`config.mk`:
```
export PLATFORM = sky130hd
export DESIGN_NAME = controlador_cartas
export DESIGN_NICKNAME = d
export VERILOG_FILES = /design/src/rtl/blackjack_pkg.sv /design/src/rtl/valor_carta.sv /design/src/rtl/controlador_cartas.sv
export SDC_FILE = /design/constraint.sdc
export NUM_CORES = 1
export LEC_CHECK = 0
export BUFFER_PORTS_ARGS = -buffer_cell sky130_fd_sc_hd__buf_2
export CORE_AREA = 4 4 123 90
export DETAILED_ROUTE_END_ITERATION = 12
export DIE_AREA = 0 0 127 94
export SLEW_MARGIN = 25
export SYNTH_ARGS = -nofsm -noshare
export SYNTH_HDL_FRONTEND = slang
export SYNTH_HIERARCHICAL = 1
export SYNTH_SLANG_ARGS = --single-unit
```
`constraint.sdc`:
```
create_clock -name clock -period 3.6 [get_ports clock]
set_input_delay 0.72 -clock clock [delete_from_list [all_inputs] [get_ports clock]]
set_output_delay 0.72 -clock clock [all_outputs]
set_load 0.02 [all_outputs]
```
`src/rtl/blackjack_pkg.sv`:
```
// Shared FSM encoding and blackjack scoring constants for the card controller.
package blackjack_pkg;

  typedef enum logic [2:0] {
    OCIOSO,
    LER,
    CAPTURA,
    SOMA,
    ACK
  } estado_t;

  localparam logic [5:0] LIMITE       = 6'd21;
  localparam logic [3:0] VALOR_AS     = 4'd11;
  localparam logic [3:0] AJUSTE_AS    = 4'd10;
  localparam logic [3:0] VALOR_FIGURA = 4'd10;
  localparam logic       DEST_JOGADOR = 1'b0;
  localparam logic       DEST_DEALER  = 1'b1;

endpackage

```
`src/rtl/valor_carta.sv`:
```
// Combinational rank-to-points conversion; flags aces and out-of-range ranks.
module valor_carta
  import blackjack_pkg::*;
(
  input  logic [3:0] carta,
  output logic [3:0] valor,
  output logic       eh_as,
  output logic       invalida
);

  always_comb begin
    valor    = 4'd0;
    eh_as    = 1'b0;
    invalida = 1'b0;
    if (carta == 4'd1) begin
      valor = VALOR_AS;
      eh_as = 1'b1;
    end else if (carta >= 4'd11 && carta <= 4'd13) begin
      valor = VALOR_FIGURA;
    end else if (carta >= 4'd2 && carta <= 4'd10) begin
      valor = carta;
    end else begin
      invalida = 1'b1;
    end
  end

endmodule

```
`src/rtl/controlador_cartas.sv`:
```
// Arbitrates player/dealer card requests over the shuffled deck memory and
// keeps both blackjack hand scores, acknowledging each card with cartaok.
module controlador_cartas
  import blackjack_pkg::*;
#(
  parameter int N_CARTAS = 52,
  parameter int ADDR_W   = 6
) (
  input  logic              clock,
  input  logic              reset,
  input  logic              embaralhar_ok,
  input  logic              novo_jogo,
  input  logic              pjogador,
  input  logic              pdealer,
  input  logic [3:0]        mem_dado,
  output logic [ADDR_W-1:0] mem_addr,
  output logic              cartaok,
  output logic [5:0]        pts_jogador,
  output logic [5:0]        pts_dealer,
  output logic [3:0]        ultima_carta,
  output logic              ultimo_destino,
  output logic              baralho_vazio,
  output logic              erro_carta
);

  // Pointer carries one extra bit so it can reach N_CARTAS even when 2^ADDR_W == N_CARTAS.
  localparam logic [ADDR_W:0] FIM = (ADDR_W+1)'(N_CARTAS);
  localparam logic [ADDR_W:0] UM  = (ADDR_W+1)'(1);

  estado_t         estado, prox;
  logic [ADDR_W:0] ponteiro;
  logic            destino;
  logic            prio_dealer;
  logic [2:0]      moles_jog, moles_dea;

  logic            conceder, dest_conc, req_ativo;
  logic [3:0]      valor;
  logic            eh_as, invalida;
  logic [5:0]      pts_sel, pts_novo;
  logic [2:0]      moles_sel, moles_novo;

  // Adds a card value and demotes one soft ace from 11 to 1 if the hand busts.
  function automatic logic [8:0] acumula(input logic [5:0] pts, input logic [3:0] v,
                                         input logic [2:0] moles);
    logic [5:0] s;
    logic [2:0] m;
    s = pts + {2'b00, v};
    m = moles;
    if (s > LIMITE && m != 3'd0) begin
      s = s - {2'b00, AJUSTE_AS};
      m = m - 3'd1;
    end
    return {m, s};
  endfunction

  valor_carta u_valor (
    .carta    (ultima_carta),
    .valor    (valor),
    .eh_as    (eh_as),
    .invalida (invalida)
  );

  assign baralho_vazio = (ponteiro == FIM);
  assign req_ativo     = (destino == DEST_DEALER) ? pdealer : pjogador;

  always_comb begin
    prox      = estado;
    conceder  = 1'b0;
    dest_conc = DEST_JOGADOR;
    case (estado)
      OCIOSO: begin
        if (embaralhar_ok && !baralho_vazio && (pjogador || pdealer)) begin
          conceder  = 1'b1;
          dest_conc = (pdealer && (!pjogador || prio_dealer)) ? DEST_DEALER : DEST_JOGADOR;
          prox      = LER;
        end
      end
      LER:     prox = CAPTURA;
      CAPTURA: prox = SOMA;
      SOMA:    prox = ACK;
      ACK:     if (!req_ativo) prox = OCIOSO;
      default: prox = OCIOSO;
    endcase
    if (novo_jogo) begin
      prox     = OCIOSO;
      conceder = 1'b0;
    end
  end

  always_comb begin
    pts_sel   = (destino == DEST_DEALER) ? pts_dealer : pts_jogador;
    moles_sel = ((destino == DEST_DEALER) ? moles_dea : moles_jog) + {2'b00, eh_as};
    {moles_novo, pts_novo} = acumula(pts_sel, valor, moles_sel);
  end

  always_ff @(posedge clock) begin
    if (reset) begin
      estado         <= OCIOSO;
      ponteiro       <= '0;
      destino        <= DEST_JOGADOR;
      prio_dealer    <= 1'b0;
      moles_jog      <= 3'd0;
      moles_dea      <= 3'd0;
      mem_addr       <= '0;
      cartaok        <= 1'b0;
      pts_jogador    <= 6'd0;
      pts_dealer     <= 6'd0;
      ultima_carta   <= 4'd0;
      ultimo_destino <= 1'b0;
      erro_carta     <= 1'b0;
    end else begin
      estado <= prox;
      if (conceder) begin
        destino     <= dest_conc;
        mem_addr    <= ponteiro[ADDR_W-1:0];
        prio_dealer <= ~dest_conc;
      end
      case (estado)
        OCIOSO: if (!embaralhar_ok) ponteiro <= '0;
        CAPTURA: begin
          if (!novo_jogo) begin
            ultima_carta   <= mem_dado;
            ultimo_destino <= destino;
            ponteiro       <= ponteiro + UM;
          end
        end
        SOMA: begin
          if (destino == DEST_DEALER) begin
            pts_dealer <= pts_novo;
            moles_dea  <= moles_novo;
          end else begin
            pts_jogador <= pts_novo;
            moles_jog   <= moles_novo;
          end
          if (invalida) erro_carta <= 1'b1;
          cartaok <= 1'b1;
        end
        ACK: if (!req_ativo) cartaok <= 1'b0;
        default: ;
      endcase
      // A new game overrides any score write or acknowledge in the same cycle.
      if (novo_jogo) begin
        pts_jogador <= 6'd0;
        pts_dealer  <= 6'd0;
        moles_jog   <= 3'd0;
        moles_dea   <= 3'd0;
        erro_carta  <= 1'b0;
        cartaok     <= 1'b0;
      end
    end
  end

endmodule

```
## Yosys cells after proc, flatten, opt, wreduce, memory -nomap -nowiden

Index checks and enable logic that the tools add are counted.

| cells by class | value |
|---|---|
| reduce and logical (&&, ||, !) cells | 22 |
| add/subtract/negate cells | 5 |
| bitwise logic cells | 3 |
| equality and inequality tests | 10 |
| mux-type cells | 26 |
| order comparisons | 5 |

Operators by type and width:

| kind | number |
|---|---|
| 3-bit case mux with 5 select lines | 1 |
| 7-bit 2-to-1 mux | 2 |
| 7-bit case mux with 2 select lines | 1 |
| 1-bit 2-to-1 mux | 12 |
| 3-bit 2-to-1 mux | 4 |
| 4-bit 2-to-1 mux | 3 |
| 6-bit 2-to-1 mux | 2 |
| 2-bit AND reduction | 6 |
| 4-bit less-or-equal comparator, second input constant | 2 |
| 2-bit != test, second input constant | 4 |
| 7-bit by 1-bit adder with 7-bit output, second input constant | 1 |
| 7-bit by 6-bit == test with 1-bit output, second input constant | 1 |
| 6-bit by 4-bit adder with 6-bit output | 1 |
| 3-bit by 2-bit == test with 1-bit output, second input constant | 2 |
| 6-bit by 5-bit > comparator with 1-bit output, second input constant | 1 |
| 1-bit logical AND | 6 |
| 6-bit by 4-bit subtractor with 6-bit output, second input constant | 1 |
| 4-bit by 1-bit == test with 1-bit output, second input constant | 1 |
| 4-bit by 2-bit >= comparator with 1-bit output, second input constant | 1 |
| 4-bit >= comparator, second input constant | 1 |
| 2-bit nonzero test | 2 |
| 3-bit by 1-bit adder with 3-bit output | 1 |
| 3-bit by 1-bit == test with 1-bit output, second input constant | 1 |
| 3-bit == test, second input constant | 1 |
| other kinds (9) | 13 |

| storage, ports and cells | value |
|---|---|
| logic and storage cells | 84 |
| input bits | 10 |
| register bits after elaboration | 43 |

## Depth between registers and ports, before layout

Gate-level depths: netlist of run 1.

| logic depth | value |
|---|---|
| word-level depth | 9 |
| depth in mapped cells | 13 |

## By module

The synthesis of run 1 kept the hierarchy.

Modules (own cells, without submodules):

| module | times used | seq. area each (um^2) | cells an instance | area an instance (um^2) |
|---|---|---|---|---|
| controlador_cartas | 1 | 860.8 | 273 | 2351.0 |
| valor_carta | 1 | 0.0 | 13 | 81.3 |

## Least setup slack after synthesis of run 1

No wires, ideal clock.

| timing path | value |
|---|---|
| path type | reg2reg |
| from | register destino |
| to | register pts_jogador[5] |
| data required time | 3529 ps |
| setup time | 71 ps |
| cell stages (with the launch flop) | 13 |
| setup slack | 555 ps |
| arrival time | 2975 ps |
| path buffers | 2 |
| cell sequence | dfxtp_1 -> buf_6 -> clkbuf_1 -> mux2_2 -> ha_1 -> fa_1 -> xor2_1 -> inv_1 -> ha_1 -> or3_1 -> a21oi_1 -> nand2_1 -> a21oi_1 |

| on the way | value |
|---|---|
| longest elaborated chain between the ends | 5 |
| elaborated cells on any way between the ends | 11 |
| classes of those cells | add/sub (3); order compare (1); mux (3); bitwise (1); reduce/logical (3) |

RTL lines:

| item | RTL line | source |
|---|---|---|
| start: declaration | controlador_cartas.sv:32 | `logic destino;` |
| start signal: assignment | controlador_cartas.sv:114 | `destino <= dest_conc;` |
| 6-bit 2-to-1 mux or 3-bit 2-to-1 mux (tied branches) | controlador_cartas.sv:91, controlador_cartas.sv:92 |  |
| 6-bit by 4-bit adder with 6-bit output or 3-bit by 1-bit adder with 3-bit output (tied branches) | controlador_cartas.sv:47, controlador_cartas.sv:92 |  |
| 6-bit by 5-bit > comparator with 1-bit output or 3-bit nonzero test (tied branches) | controlador_cartas.sv:49 | `if (s > LIMITE && m != 3'd0) begin` |
| 1-bit logical AND | controlador_cartas.sv:49 |  |
| 6-bit 2-to-1 mux | controlador_cartas.sv:49 |  |
| end signal: assignment | controlador_cartas.sv:132 | `pts_jogador <= pts_novo;` |
| end: declaration | controlador_cartas.sv:18 | `output logic [5:0] pts_jogador,` |

Parallel ways exist; a longest one is shown, timed or not.
A chain may end at the register's enable or synchronous reset.

## Final worst setup path of run 1

Ends and elaborated chain as after synthesis.

==> results of run 1 <==
metal layers:
| metal | part of all wire [%] | routed length (µm) | vias up |
|---|---|---|---|
| met5 | 0 | 0 | - |
| met4 | 1.1 | 65 | 0 |
| met3 | 3.2 | 189 | 4 |
| met2 | 41 | 2440 | 35 |
| met1 | 54 | 3220 | 966 |
| li1 | - | - | 1077 |
layout by cell type, fill, tap and decap left out, types with 9 or more instances in the layout:
cell type,n
buf_2,35
mux2i_1,16
ha_1,11
o21ai_0,20
dfxtp_1,43
nand3_1,10
nor2_1,36
inv_1,11
nand2_1,25
mux2_2,9
a21oi_1,15
stage by stage:
stage	util, %	instance area [µm²]	power, mW	hold slack [ns]	setup WS, ns
2_1_floorplan	-	2430	0.523	0.420	0.555
3_3_place_gp	27.3	2730	0.537	0.459	0.630
3_5_place_dp	27.3	2730	0.538	0.453	0.517
4_1_cts	29.1	2920	1.12	0.467	0.510
5_1_grt	29.1	2920	1.15	0.514	0.254
6_report	29.1	2920	1.11	0.466	0.465
cell families (layout without fill, tap and decap cells):
| logic type | after synthesis | count (layout) |
|---|---|---|
| simple gates | 109 | 109 |
| mux | 25 | 25 |
| flops | 43 | 43 |
| buf+inv | 24 | 56 |
| compound gates | 63 | 63 |
| fa+ha+maj | 12 | 12 |
| xor+xnor | 10 | 10 |
power by group through the flow:
stage | logic, mW | clock network [mW] | registers (mW)
floorplan | 0.0327 | 0 | 0.490
global placement | 0.0451 | 0 | 0.492
detailed placement | 0.0457 | 0 | 0.492
CTS | 0.0460 | 0.588 | 0.482
global route | 0.0505 | 0.615 | 0.482
finish | 0.0455 | 0.579 | 0.482
layout make-up:
type	instances	area, µm²
timing repair buffer	37	190
clock inverter	2	60.1
clock buffer	6	129
tap	132	165
inverter	11	41.3
multi-input combinational	219	1470
sequential	43	861
fill	1087	7090
tightest hold or removal path, delay by kind of cell (launching register included):
kind / cells / cell delay [ns]
AO/OA/AOI/OAI: 1 / 0.06
flip-flops: 1 / 0.33
AND/OR/NAND/NOR: 1 / 0.05
state kept, by name (all words and copies together) (netlist names), 3 cells and up:
name	count
ponteiro	7
mem_addr	6
pts_dealer	6
ultima_carta	4
moles_jog	3
pts_jogador	6
moles_dea	3
estado	3
worst min-delay path by stage:
stage,cells after the start,end
6_report,2,moles_dea[0]
5_1_grt,1,prio_dealer
4_1_cts,2,moles_dea[0]
3_5_place_dp,2,moles_dea[0]
3_3_place_gp,2,moles_dea[0]
2_1_floorplan,2,moles_dea[0]
==> results.ini, run 1 <==
[status]
status=completed

[sta]
slew_headroom_pct=38.6
finalCriticalPeriod_ns=3.14
max_freq_mhz=319
maxSlewViolCount=0
hold_viol=0
finalClockSkew_ns=0.00657
rsz0062_at_grt=false
worst_pin_slew_ns=0.909
tns_ns=0
period_share_pct=87.1
finalSetupViolCount=0

[setup_path]
path_cells=buf_4, mux2_2, fa_1, xor2_1, inv_1, ha_1, or3_1, a21oi_1, nand2_1, a21oi_1
crit_path_end=pts_jogador[5]
worstSetupStartpointType=flop
startpoint=destino
crit_family=adder cells
critPathKind=flop to flop
r2r_end=pts_jogador[5]
max_stage_delay_ns=0.48
r2r_slack_ns=0.46
crit_path_end_kind=flop
critical_path_buf_inv_count=2
worstPathArrival_ns=3.35
worstPathMaxFanout=14
regToRegStartpoint=destino
cpMostUsedCell=a21oi_1
ff2ff_path_depth=10
cp_num_cells=10
critPathSlowestCell=fa_1
cp.required_ns=3.82

[grt]
grt_start_max_net_pins=18
overflow=0
grt_pass1_vias=2032
grtUsageMet1_pct=15.5
grt_usage_pct=10.5
grt_use_met2_pct=15.5
grt-busiest-layer=met1
grt_pass1_wl_um=10200
met3_usage_pct=1.99
antenna_found_initial=0

[synthesis]
synthesis.nets=308
synth_area_um2=2430
synthXorXnorAreaFrac_pct=3.60
yosys.area_share.simple_pct=21.9
yosysWarningCount=6
syn_area_per_cell_um2=8.50
ys_ff_latch=43
synth_edf_count=0
synthCells=286
ys.flop_type=dfxtp_1
yosys.area.top_type=dfxtp_1
seq_area_frac_synth_pct=35.4
synthAdderAreaFrac_pct=6.48
ys_top_cells_by_count=dfxtp_1 (43), nor2_1 (36), nand2_1 (25), o21ai_0 (20), mux2i_1 (16)
synth_most_common_cell=dfxtp_1
ys_types=52
synthArstFlopShare_pct=0
synth.area.mux_share_pct=10.8
yosys.area.top_type_share_pct=35.4
synth_area_leaders=dfxtp_1 (35%), mux2i_1 (6.6%), ha_1 (5.7%)
synth_top_family_by_area=simple AND/OR/NAND/NOR gates
synth-compound-area-share_pct=17.4

[pwr]
combPwrFrac_pct=4.1
power.density_nw_per_um2=379
internal_power_mw=0.894
p_clk_share_pct=52.3
p_seq_share_pct=43.6
p_sw_share_pct=19.1
leakage_nw=1.18
vdd_drop_max_mv=0.255
switching_power_mw=0.211

[final_layout]
drive_above_1_share_pct=19.5
n_antenna_cell=0
stdcell_count=450
fin_nets=339
area_growth_pct=19.9

[cts]
cts_resized=0
cts_tree=yes
clk_pin_slew_worst_paths_ns=0.06
clk_latency_ns=0.28
htree_levels=2
ctsHoldBuffers=0
cts_buffers=5
cts_sinks=43
cts_root_buf=clkbuf_16
postCtsSetupRepairBufs=0
cts_buffer_depth=2

[place]
dp.final_hpwl_um=4570
gp_congestion=0.850
dp_cells=442
io_buffers=35

[die]
die_w_um=127
dieArea_um2=11900
boundaryPins=36
die_h_um=94
core_area_um2=10000
num_rows=31
start_util_pct=24.3

[detailed_routing]
finalWirelength_um=5910
dr.pass1.iters=4
wl_per_cell_um=13.1
routed-via-count=2082
drt_iter0_drc=105
avgViaCountPerCell=4.63
drc=0
postRouteAntennaNets=0

[min_path]
min_from=moles_dea[0]
hold_class=flop to flop

[job]
maxCapViolations=0

(Power assumes the default switching activity.)
==> inputs of run 2 (changes only) <==
Settings changed: PLACE_DENSITY_LB_ADDON from default to 0.25.
==> results.ini, run 2 (synthesized netlist as in run 1, its figures left out) <==
[final_layout]
n_antenna_cell=0  ; unchanged
final_core_util_pct=29.0  ; -0.15 points
area_growth_pct=19.3
mostFrequentLayoutCell=dfxtp_1
final_cell_mix=dfxtp_1 (43), nor2_1 (36), buf_2 (35)
top_register=ponteiro
drive_above_1_share_pct=20.6  ; +1.1 points
fin_nets=342  ; +0.88%
largest_reg_flops=7  ; unchanged
stdcell_count=453  ; +0.67%

[setup_path]
ff2ff_path_depth=10  ; unchanged
worstPathArrival_ns=3.23  ; -0.12 ns
worstSetupStartpointType=flop
worstPathMaxFanout=14  ; unchanged
crit_path_end_kind=flop
r2r_end=moles_jog[0]
cp.required_ns=3.77  ; -0.05 ns
regToRegStartpoint=ultima_carta[3]
r2r_slack_ns=0.54  ; +0.07 ns
critPathKind=flop to flop

[pwr]
vdd_drop_max_mv=0.192  ; -25%
power.density_nw_per_um2=343  ; -9.4%
power.total_mw=0.996  ; -9.9%
leakage_nw=1.18  ; about the same

[sta]
hold_viol=0  ; unchanged
tns_ns=0  ; unchanged
maxSlewViolCount=0  ; unchanged
slew_headroom_pct=43.1  ; +4.5 points
rsz0062_at_grt=false
finalCriticalPeriod_ns=3.06  ; -0.0747 ns
finalClockSkew_ns=0.00917  ; +0.00260 ns
period_share_pct=85.0  ; -2.1 points
finalSetupViolCount=0  ; unchanged
max_freq_mhz=327  ; +2.4%
holdWs_ns=0.473  ; +0.00634 ns
worst_pin_slew_ns=0.842  ; -0.0665 ns

[detailed_routing]
postRouteAntennaNets=0  ; unchanged
avgViaCountPerCell=4.60  ; -0.61%
routed-via-count=2083  ; +0.048%
drt_iter0_drc=102  ; -2.9%
drc=0  ; unchanged
dr.pass1.iters=4  ; unchanged
wl_per_cell_um=13.5  ; +3.1%
finalWirelength_um=6140  ; +3.8%

[cts]
cts_buffer_depth=2  ; unchanged
cts_buffers=5  ; unchanged
ctsHoldBuffers=0  ; unchanged
clk_pin_slew_worst_paths_ns=0.07  ; about the same
htree_levels=2  ; unchanged
cts_sinks=43  ; unchanged
cts_tree=yes
postCtsSetupRepairBufs=0  ; unchanged
cts_resized=0  ; unchanged
cts_root_buf=clkbuf_16
clk_latency_ns=0.29  ; about the same

[place]
dp_cells=445  ; +0.68%
gp_congestion=0.903  ; +6.3%
io_buffers=35  ; unchanged
dp.final_hpwl_um=4670  ; +2.2%

[die]
start_util_pct=24.3  ; unchanged
boundaryPins=36  ; unchanged
num_rows=31  ; unchanged
die_w_um=127  ; unchanged
core_area_um2=10000  ; unchanged
die_h_um=94  ; unchanged
dieArea_um2=11900  ; unchanged

[job]
maxCapViolations=0  ; unchanged

[min_path]
hold_depth=2  ; unchanged
hold_path_end=moles_dea[0]
hold_class=flop to flop
min_from=moles_dea[0]

[grt]
grt_pass1_vias=2003  ; -1.4%
grt_pass1_wl_um=10300  ; +0.94%
antenna_found_initial=0  ; unchanged
overflow=0  ; unchanged
grt_usage_pct=11.0  ; +0.43 points
grt_start_max_net_pins=18  ; unchanged

[status]
status=completed

[run 2: worst max path at each step]
| stage | endpoint | cells after the start | slack (ns) | startpoint |
|---|---|---|---|---|
| 3_3_place_gp | moles_jog[0] | 10 | 0.57 | destino |
| 6_report | moles_jog[0] | 10 | 0.54 | ultima_carta[3] |
| 3_5_place_dp | moles_jog[0] | 10 | 0.59 | destino |
| 4_1_cts | moles_jog[0] | 10 | 0.57 | destino |
| 2_1_floorplan | pts_jogador[5] | 12 | 0.55 | destino |
| 5_1_grt | moles_jog[0] | 10 | 0.22 | ultima_carta[3] |
[run 2: per-layer routing]
metal	GRT usage [%]	vias up	routed length (µm)
li1	-	1085	-
met3	2.67	4	386
met2	15.1	61	2320
met1	16.4	933	3360
met4	3.48	0	64
met5	0	-	0
[run 2: per-stage QoR]
stage / area [µm²] / setup slack (ns)
after floorplan: 2430 / 0.555
after global placement: 2750 / 0.572
after detailed placement: 2750 / 0.595
after CTS: 2900 / 0.569
after global routing: 2900 / 0.225
final: 2900 / 0.540
[run 2: final cells by class]
type / instances / area, µm²
Multi-Input combinational cell: 219 / 1470
Tap cell: 132 / 165
Clock inverter: 3 / 26.3
Fill cell: 1065 / 7110
Timing Repair Buffer: 40 / 213
Clock buffer: 5 / 125
Inverter: 11 / 41.3
Sequential cell: 43 / 861
[run 2: worst max-delay path: stages (launching register included)]
cell	delay (ns)
dfxtp_1	0.49
o21ai_0	0.13
and2_1	0.18
ha_1	0.23
fa_1	0.58
nand3b_1	0.14
o211ai_1	0.12
o32ai_1	0.50
a21oi_4	0.22
xnor2_1	0.24
o21ai_0	0.12
[run 2: where the power goes]
part	internal (mW)	switching [mW]	leakage (nW)
combinational	0.0191	0.0281	0.761
sequential	0.478	0.00331	0.347
clock	0.263	0.205	0.0748
total	0.760	0.236	1.18
==> inputs of run 3 (changes only) <==
Settings changed: GPL_TIMING_DRIVEN from default to 0.
==> results.ini, run 3 (synthesized netlist as in run 1, its figures left out) <==
[cts]
htree_levels=2  ; unchanged
cts_buffer_depth=2  ; unchanged
cts_sinks=43  ; unchanged
clk_pin_slew_worst_paths_ns=0.07  ; about the same
cts_tree=yes
cts_root_buf=clkbuf_16
cts_buffers=5  ; unchanged
ctsHoldBuffers=0  ; unchanged
postCtsSetupRepairBufs=0  ; unchanged
cts_resized=0  ; unchanged
clk_latency_ns=0.29  ; about the same

[sta]
finalSetupViolCount=0  ; unchanged
slew_headroom_pct=38.9  ; -4.2 points
period_share_pct=90.3  ; +5.3 points
rsz0062_at_grt=false
tns_ns=0  ; unchanged
max_freq_mhz=308  ; -5.8%
worst_pin_slew_ns=0.905  ; +0.0623 ns
maxSlewViolCount=0  ; unchanged
hold_viol=0  ; unchanged
finalCriticalPeriod_ns=3.25  ; +0.189 ns
holdWs_ns=0.452  ; -0.0206 ns
finalClockSkew_ns=0.00751  ; -0.00166 ns

[place]
io_buffers=34  ; -2.9%
dp.final_hpwl_um=4780  ; +2.3%
place_area_um2=2770  ; +0.64%
gp_congestion=0.839  ; -7.1%

[die]
core_area_um2=10000  ; unchanged
start_util_pct=24.3  ; unchanged
dieArea_um2=11900  ; unchanged
boundaryPins=36  ; unchanged
die_w_um=127  ; unchanged
die_h_um=94  ; unchanged
num_rows=31  ; unchanged

[setup_path]
crit_path_end_kind=flop
cp.required_ns=3.77  ; about the same
worstPathMaxFanout=19  ; +5
critPathKind=flop to flop
worstPathArrival_ns=3.42  ; +0.19 ns
worstSetupStartpointType=flop

[final_layout]
n_antenna_cell=0  ; unchanged
top_register=ponteiro
mostFrequentLayoutCell=dfxtp_1
regArea_um2=861  ; unchanged
final_cell_mix=dfxtp_1 (43), nor2_1 (36), buf_2 (35)
largest_reg_flops=7  ; unchanged
drive_above_1_share_pct=19.3  ; -1.3 points
multi_input_area_um2=1460  ; -0.43%
fillers=1090  ; +2.3%
area_growth_pct=20.6
final_area_um2=2930  ; +1.1%
fin_nets=348  ; +1.8%

[pwr]
combPwrFrac_pct=4.7  ; about the same
p_seq_share_pct=45.7  ; -2.6 points
p_clk_share_pct=49.6  ; +2.6 points
internal_power_mw=0.824  ; +8.4%
vdd_drop_max_mv=0.183  ; -4.7%
switching_power_mw=0.225  ; -4.6%
leakage_nw=1.19  ; +0.77%
p_sw_share_pct=21.5  ; -2.2 points
power.density_nw_per_um2=358  ; +4.2%
power.total_mw=1.05  ; +5.3%

[job]
maxCapViolations=0  ; unchanged

[detailed_routing]
drc=0  ; unchanged
wl_per_cell_um=13.4  ; -0.91%
postRouteAntennaNets=0  ; unchanged
avgViaCountPerCell=4.60  ; about the same
drt_iter0_drc=75  ; -26%
routed-via-count=2111  ; +1.3%
finalWirelength_um=6160  ; +0.41%
dr.pass1.iters=4  ; unchanged

[status]
status=completed

[min_path]
hold_class=flop to flop

[grt]
grt_start_max_net_pins=20  ; +2
grt_pass1_vias=1885  ; -5.9%
grt_usage_pct=10.6  ; -0.30 points
grt_pass1_wl_um=10100  ; -1.7%
overflow=0  ; unchanged
antenna_found_initial=0  ; unchanged

-- run 3: area by class of cell --
| class | count | area share, % |
|---|---|---|
| well taps | 132 | 5.63 |
| repair buffers | 34 | 5.80 |
| multi-input cells | 219 | 49.9 |
| flip-flops and latches | 43 | 29.4 |
| inverters | 11 | 1.41 |
| clock buffers | 5 | 4.27 |
| clock inverters | 3 | 1.49 |
| plain buffers | 12 | 2.13 |
-- run 3: power by group through the flow --
stage / Combinational, mW / Sequential (mW) / Clock [mW]
detailed placement: 0.0501 / 0.490 / 0
floorplan: 0.0327 / 0.490 / 0
CTS: 0.0501 / 0.479 / 0.531
finish: 0.0496 / 0.479 / 0.520
global route: 0.0553 / 0.479 / 0.557
global placement: 0.0497 / 0.490 / 0
-- run 3: worst max-delay path, stage by stage (launching register included) --
cell and delay, ns:
dfxtp_1 0.32, buf_6 0.21, mux2_2 0.36, ha_1 0.22, fa_1 0.58, nand3b_1 0.14
o211ai_1 0.12, o32ai_1 0.55, a21oi_4 0.17, buf_6 0.17, nor4_1 0.20, nor3_1 0.08
-- run 3: per-stage QoR --
step                util [%]  setup WS [ns]  std cells
detailed placement      27.7        -0.0397        452
finish                  29.3          0.350        459
CTS                     29.3          0.387        459
global placement        27.7        -0.0492        452
floorplan                  -          0.555        286
global route            29.3          0.111        459
-- run 3: worst paths after layout --
kind                                   start           end  slack, ns  cells past startpoint
worst max-delay path                 destino  moles_jog[1]       0.35                     11
worst min-delay path            moles_jog[0]  moles_jog[0]       0.45                      2
worst max register to register       destino  moles_jog[1]       0.35                     11
worst min register to register  moles_jog[0]  moles_jog[0]       0.45                      2
-- run 3: layer usage --
layer	track usage [%]	wire, µm	vias to the layer above
met5	0	0	-
met4	3.39	80	0
met3	2.44	231	4
met2	14.4	2410	44
met1	16.3	3440	970
li1	-	-	1093
